--- src/rtl/odo_round_key_sequencer.sv ---
// Odo round-key sequencer: walks period 0..NUM_ROUNDS-1 through a registered
// round-key ROM and streams the keys out over valid/ready with last and done.
// Ports:
//   clk, rst_n          clock, async active-low reset
//   start, abort        begin a sequence (IDLE only) / synchronous cancel
//   busy                high while priming or streaming
//   period, key_in      ROM index out, ROM data back (1-cycle latency)
//   key_out, key_index  current round key and its round number
//   key_valid/ready     stream handshake; key_last marks the final round
//   done                one-cycle pulse after the last key is accepted
module odo_round_key_sequencer #(
  parameter int unsigned NUM_ROUNDS = 10,
  parameter int unsigned KEY_W      = 10,
  parameter int unsigned PERIOD_W   = 4
) (
  input  logic                clk,
  input  logic                rst_n,
  input  logic                start,
  input  logic                abort,
  output logic                busy,
  output logic [PERIOD_W-1:0] period,
  input  logic [KEY_W-1:0]    key_in,
  output logic [KEY_W-1:0]    key_out,
  output logic [PERIOD_W-1:0] key_index,
  output logic                key_valid,
  input  logic                key_ready,
  output logic                key_last,
  output logic                done
);

  localparam logic [PERIOD_W-1:0] LAST_IDX = PERIOD_W'(NUM_ROUNDS - 1);

  typedef enum logic [1:0] {
    S_IDLE   = 2'd0,
    S_PRIME  = 2'd1,
    S_STREAM = 2'd2
  } state_e;

  state_e                state_q, state_d;
  logic [PERIOD_W-1:0]   idx_q, idx_d;
  logic                  done_q, done_d;
  logic [PERIOD_W-1:0]   period_c;
  logic                  hs_c;
  logic                  last_c;

  // State, index and done-pulse registers
  always_ff @(posedge clk or negedge rst_n) begin
    if (!rst_n) begin
      state_q <= S_IDLE;
      idx_q   <= '0;
      done_q  <= 1'b0;
    end else begin
      state_q <= state_d;
      idx_q   <= idx_d;
      done_q  <= done_d;
    end
  end

  // Next-state logic and ROM index drive
  always_comb begin
    state_d  = state_q;
    idx_d    = idx_q;
    done_d   = 1'b0;
    period_c = idx_q;
    hs_c     = (state_q == S_STREAM) && key_ready;
    last_c   = (idx_q == LAST_IDX);

    case (state_q)
      S_IDLE: begin
        period_c = '0;
        if (start && !abort) begin
          idx_d   = '0;
          state_d = S_PRIME;
        end
      end

      S_PRIME: begin
        // ROM latches key 0 this cycle so it is on key_in when STREAM begins
        if (abort) begin
          idx_d   = '0;
          state_d = S_IDLE;
        end else begin
          state_d = S_STREAM;
        end
      end

      S_STREAM: begin
        if (abort) begin
          idx_d   = '0;
          state_d = S_IDLE;
        end else if (hs_c) begin
          if (last_c) begin
            idx_d   = '0;
            done_d  = 1'b1;
            state_d = S_IDLE;
          end else begin
            // Look ahead one index so the next key arrives without a bubble
            idx_d    = idx_q + PERIOD_W'(1);
            period_c = idx_q + PERIOD_W'(1);
          end
        end
      end

      default: begin
        idx_d   = '0;
        state_d = S_IDLE;
      end
    endcase
  end

  // Outputs decode directly from registered state; key_in is already registered by the ROM
  assign period    = period_c;
  assign busy      = (state_q == S_PRIME) || (state_q == S_STREAM);
  assign key_valid = (state_q == S_STREAM);
  assign key_out   = key_valid ? key_in : '0;
  assign key_index = idx_q;
  assign key_last  = key_valid && last_c;
  assign done      = done_q;

endmodule
--- config.mk ---
export PLATFORM = sky130hd
export DESIGN_NAME = odo_round_key_sequencer
export DESIGN_NICKNAME = d
export VERILOG_FILES = /design/src/rtl/odo_round_key_sequencer.sv
export SDC_FILE = /design/constraint.sdc
export NUM_CORES = 1
export LEC_CHECK = 0
export BUFFER_PORTS_ARGS = -buffer_cell sky130_fd_sc_hd__buf_2
export CAP_MARGIN = 20
export CORE_UTILIZATION = 42
export DETAILED_ROUTE_END_ITERATION = 8
export PLACE_DENSITY = 0.83
export SYNTH_ARGS = -nofsm -noshare
export SYNTH_HDL_FRONTEND = slang
export SYNTH_SLANG_ARGS = --single-unit
--- constraint.sdc ---
create_clock -name clk -period 2.2 [get_ports clk]
set_clock_uncertainty 0.05 [all_clocks]
set_input_delay 0.11 -clock clk [delete_from_list [all_inputs] [get_ports clk]]
set_output_delay 0.11 -clock clk [all_outputs]
set_load 0.01 [all_outputs]
Word-level counts from Yosys, hierarchy flattened
Index checks and enable logic that the tools add are counted.

Output and inout bits: 22. Flip-flop bits (word level): 7. Logic and storage cells: 40. Input bits: 15.

Reduce and logical (&&, ||, !) cells: 8. Add/sub/neg operators: 1. Mux-type cells: 21. Eq/ne operators: 7.

Operators with widths (number): 4-bit 2-to-1 mux (8); 4-bit one-hot mux with 3 select lines (1); 10-bit 2-to-1 mux (1); 2-bit 2-to-1 mux (5); 4-bit one-hot mux with 2 select lines (1); 3-bit by 2-bit inequality test with 1-bit output (second input constant) (2); 2-bit one-hot mux with 3 select lines (1); 3-bit AND reduction (2); 4-bit by 1-bit adder with 4-bit output (second input constant) (1); 4-bit == test (second input constant) (1); 1-bit 2-to-1 mux (4); 2-bit inequality test (second input constant) (2); 1-bit logical AND (3); 2-bit by 1-bit == test with 1-bit output (second input constant) (1); 2-bit == test (second input constant) (1); 2-bit logical NOT (1); 1-bit logical NOT (1); 1-bit logical OR (1).

Depth between registers and ports, before layout
Depth in word-level cells: 5. Gate-level depth with buffers: 6. Mapped depth without buffers: 6.

Least setup slack after synthesis
OpenSTA, ideal clock, no wires.

Kind: register to register. Start point: reg state_q[0]. End point: reg idx_q[1], in the netlist key_index[1]. Cell stages (with the launch flop): 7. Period minus slack after synthesis: 1.693 ns. Data required time: 2.025 ns. Buffers on the path: 0. Setup time: 0.125 ns. Slack: 0.507 ns. Arrival time: 1.518 ns. Cells stage by stage: dfrtp_1 inv_1 ha_1 and2b_4 nor2_2 o21ai_2 mux2_4.

Cells in the longest elaborated chain, start to end: 4. Elaborated cells between the ends (all ways): 9. Classes of those cells: 5 x eq/ne; 1 x mux; 3 x reduce/logical.

Ends and longest elaborated chain: start: declaration (line 39) `state_e state_q, state_d;`; start signal: assignment (line 53) `state_q <= state_d;`; 2-bit == test (*); via key_valid (line 25) `output logic key_valid,`; 1-bit logical AND (line 65) `hs_c = (state_q == S_STREAM) && key_ready;`; 3-bit by 2-bit inequality test with 1-bit output (no line); 3-bit AND reduction (no line); end signal: assignment (line 54) `idx_q <= idx_d;`; end: declaration (line 40) `logic [PERIOD_W-1:0] idx_q, idx_d;`.

Mark *: on every way through the listed nets, which the timed path passes. The rest lies on a longest branch. A chain may end at the register's enable or synchronous reset.

Final worst setup path
Start point: reg state_q[0]. End point: out period[1].

Cells in the longest elaborated chain, start to end: 5. Elaborated cells between the ends (all ways): 6. Classes of those cells: 1 x eq/ne; 3 x mux; 2 x reduce/logical.

Ends and longest elaborated chain: 2-bit == test (line 65, 68); 1-bit logical AND (line 65); 4-bit 2-to-1 mux (line 91) `end else if (hs_c) begin`; 4-bit 2-to-1 mux (line 88) `if (abort) begin`; 4-bit one-hot mux with 2 select lines (*) (line 68) `case (state_q)`; end: declaration (line 21) `output logic [PERIOD_W-1:0] period,`.

Mark *: on every way between the ends. The rest lies on a longest branch, timed or not.

==> results <==
- After detailed routing, the average wire length per cell comes to ~11 microns.
- The leakage power figure is about 0.47 nW.
- The total area inside the core boundary comes to between 0.001 and 0.0015 sq mm.
- The wire length of the first global-routing pass is roughly 2.1 mm.
- The routed wire length is 1.492 mm.
- Ranked by total cell area, the synthesized netlist is headed by dfrtp_1, ha_1, and2_1, nand3_1, nor2_1.
- The longest clock path from root to sink contains 2 buffers.
- The first routing iteration left 14 violations.
- The number of standard-cell rows in the floorplan is 13.
- Hold timing on the final database bottoms out at a slack of between 0.09 and 0.1 ns.
- The overall power after layout is ~0.8 mW.
- Across all layers, the routed design uses about 650 vias.
- At the pin with the least slew margin, the transition time is 0.2658 ns.
- The startpoint of the tightest hold check path is abort.
- The share of layout cells above drive strength 1 is between 40% and 50%.
- The height of the chip is approximately 41 microns.
- The number of H-tree levels is 1.
- The clock root buffer master is clkbuf_4.
- The largest voltage drop on the vdd net is between 0.6 and 0.7 mV.
- Entering global routing, the biggest net connects 15 pins.
- The number of sinks on the clock net is 7.
- 0 antenna diodes ended up in the layout.
- The count of unique library cells instantiated by Yosys is 30.
- The via count of the first global-routing pass is 506.
- Of the available clock period, the critical path in the final layout requires between 80% and 90%.
- In this run the worst path has a maximum fanout of 7.
- The accumulated negative setup slack is 0 ns.
- The net count after synthesis is 95.
- In the routed design, unresolved DRC markers number 0.
- In this run the remaining antenna-violating nets after routing total 0.
- The run finished with clean final reports.
- Synthesis inferred 7 register bits.
- The half-perimeter wire length after detailed placement is ~1.2 mm.
- The clock buffer count from CTS is 3.
- The total die area is 0.001661 sq mm.
- The max-slew violation count came to 0.
- Walking the worst path, the cells encountered are inv_1 > ha_1 > nor2b_4 > nand3_1 > o32ai_1 > buf_2.
- The congestion estimate from routability-driven global placement came to 0.7250.
- On the critical path, the stage with the largest delay is an instance of dfrtp_1.
- The worst setup path is of the register to output port kind.
- On the critical path the largest part of the delay comes from simple AND/OR/NAND/NOR gates.
- The clock insertion delay at the later pin of the skew report is around 0.25 ns.
- Setup repair after global routing left no endpoint under its margin.
- The type of the tightest min-delay check is primary input to register.
- The critical path startpoint is state_q[0].
- Data arrives at the worst endpoint at around 1.8 ns.
- The number of buffers and inverters on the critical path is 2.
- The time the worst path needs with I/O delays and setup is 1.965 ns.
- The overall die width is 40.75 microns.
- The number of maximum-capacitance violations is 0.
- The share of Yosys cell area claimed by the top area cell type is roughly 28%.
- The area added between synthesis and finish is 37.90%.
- The number of top-level design ports is 37.
- The worst register-to-register path begins at state_q[0].
- The all-layer global routing usage is 18.53%.
- For this configuration, the core starts out at a cell density of 46.71%.
- The first TritonRoute pass finished after 4 iterations.
- On the worst path, the slowest cell contributes a delay of between 0.3 and 0.4 ns.
- The non-filler instance count after layout is 130.
- The headroom to the max-slew limit is between 80% and 90%.
- The number of gates resized after CTS was 0.
- Once placement completed, the tool counted placed cells totaling approximately 130.
- The count of mapped cells out of synthesis is between 70 and 80.
- The endpoint kind of the worst setup timing path is an output port.
- The Yosys warning count is 0.
- STA classifies the critical path startpoint as a register.
- In this run the power density over the cells is between 900 and 1000 mW/mm^2.
- At the worst endpoint, the required time is slightly above 2 ns.
- The average cell area after synthesis is 8.522 sq um.
- In this run the tool buffered the top-level ports with 36 buffer cells.
- The total global routing overflow is 0.
- The synthesized netlist occupies a cell area of 630.6 sq um.
- The hold violation count in the final report is 0.
- Leaving out fill and tap cells, the most frequent cells in the layout are buf_2, and2_1, dfrtp_1.
- The cell accounting for the most synthesized area is dfrtp_1.
- The number of nets in the layout is between 100 and 150.
- In the routed layout, each cell is associated on average with a via count of around 5.0.
- The number of antenna violations at the first check in global routing is 0.
- The final number of setup-violating endpoints is 0.
- The register area share after synthesis is roughly 28%.
- Buffers inserted to repair hold after CTS numbered 1.
- TritonCTS built the clock tree.
- The achievable frequency is ~510 MHz.
- The fill cell total of the finished layout is approximately 130.
- The library cell used most frequently in the layout, excluding fill and tap cells, is buf_2.
- Once the clock tree was built, the setup fixing pass inserted 0 buffers.
- Clock-pin slew was measured on the worst setup and hold paths at 0.05 ns.
worst paths after layout:
path / to / slack (ns) / depth (start not counted)
hold / removal: state_q[1] / 0.1 / 2
hold reg to reg: state_q[1] / 0.52 / 1
min in group asynchronous: key_index[0] / 0.16 / 2
max in group asynchronous: state_q[0] / 1.79 / 2
setup / recovery: period[1] / 0.23 / 6
setup reg to reg: key_index[1] / 0.55 / 6
final cells by class:
class / count / area, sq um / share of cell area, %
clock buffer: 4 / 26.28 / 3.022
sequential: 7 / 175.2 / 20.14
inverter: 5 / 18.77 / 2.158
multi-input combinational: 61 / 432.9 / 49.78
timing repair buffer: 38 / 197.7 / 22.73
tap: 15 / 18.77 / 2.158
Yosys cell counts:
cell type and number:
or2_0 1, nand2_2 1, xor2_1 1, mux2_4 1, nor2_1 6, ha_1 6
o32ai_1 1, mux2i_1 1, a21oi_1 3, nand2b_1 3, nand3b_2 1, o21ai_1 1
o22ai_1 1, nor2b_4 1, nand2_4 1, o2bb2ai_1 2, clkbuf_1 1, a22oi_1 1
o21ai_0 2, a32oi_1 1, inv_1 5, a32o_2 1, o21ai_2 1, o211ai_1 1
dfrtp_1 7, and2b_4 1, nor2_2 1, and2_1 10, nand2_1 5, nand3_1 6
routing by layer:
layer,part of all wire [%],track usage (%),wire (microns),vias to the layer above
met3,3.9,4.891,58,0
li1,-,-,-,339
met5,0,0,0,-
met4,0,0,0,0
met2,50,32.94,739,17
met1,47,23.61,694,289
cell families after synthesis:
kind of cell | count (synthesis) | synth area share [%]
xor+xnor | 1 | 1.389
fa+ha+maj | 6 | 11.90
mux | 2 | 3.968
flops | 7 | 27.78
compound gates | 15 | 16.87
simple gates | 37 | 34.53
buf+inv | 6 | 3.571
flip-flops by register name, summed over array words and instances, names as in the netlist:
name       count
state_q        2
key_index      4
done           1
stage by stage:
| stage | util (%) | area, sq um | setup slack (ns) |
|---|---|---|---|
| final | 64.41 | 869.6 | 0.2350 |
| after global routing | 64.41 | 869.6 | 0.1426 |
| after CTS | 64.41 | 869.6 | 0.2440 |
| after global placement | 61.72 | 833.3 | 0.5443 |
| after detailed placement | 61.72 | 833.3 | 0.5226 |
| after floorplan | - | 630.6 | 0.5068 |
report_power, final:
| group | switching [mW] | total (mW) | internal, mW | leakage (nW) |
|---|---|---|---|---|
| sequential | 0.0268 | 0.179 | 0.152 | 0.0958 |
| combinational | 0.289 | 0.502 | 0.214 | 0.357 |
| clock | 0.0473 | 0.117 | 0.0692 | 0.0150 |
worst reg2reg max path: cells and delay by family, from the launching register on:
family / cells / cell delay (ns)
flip-flops: 1 / 0.39
multiplexers: 1 / 0.33
adder cells (fa/ha/maj): 1 / 0.20
AO/OA/AOI/OAI: 1 / 0.23
AND/OR/NAND/NOR: 2 / 0.24
buffers and inverters: 1 / 0.10
Power figures use the tool's default switching activity.
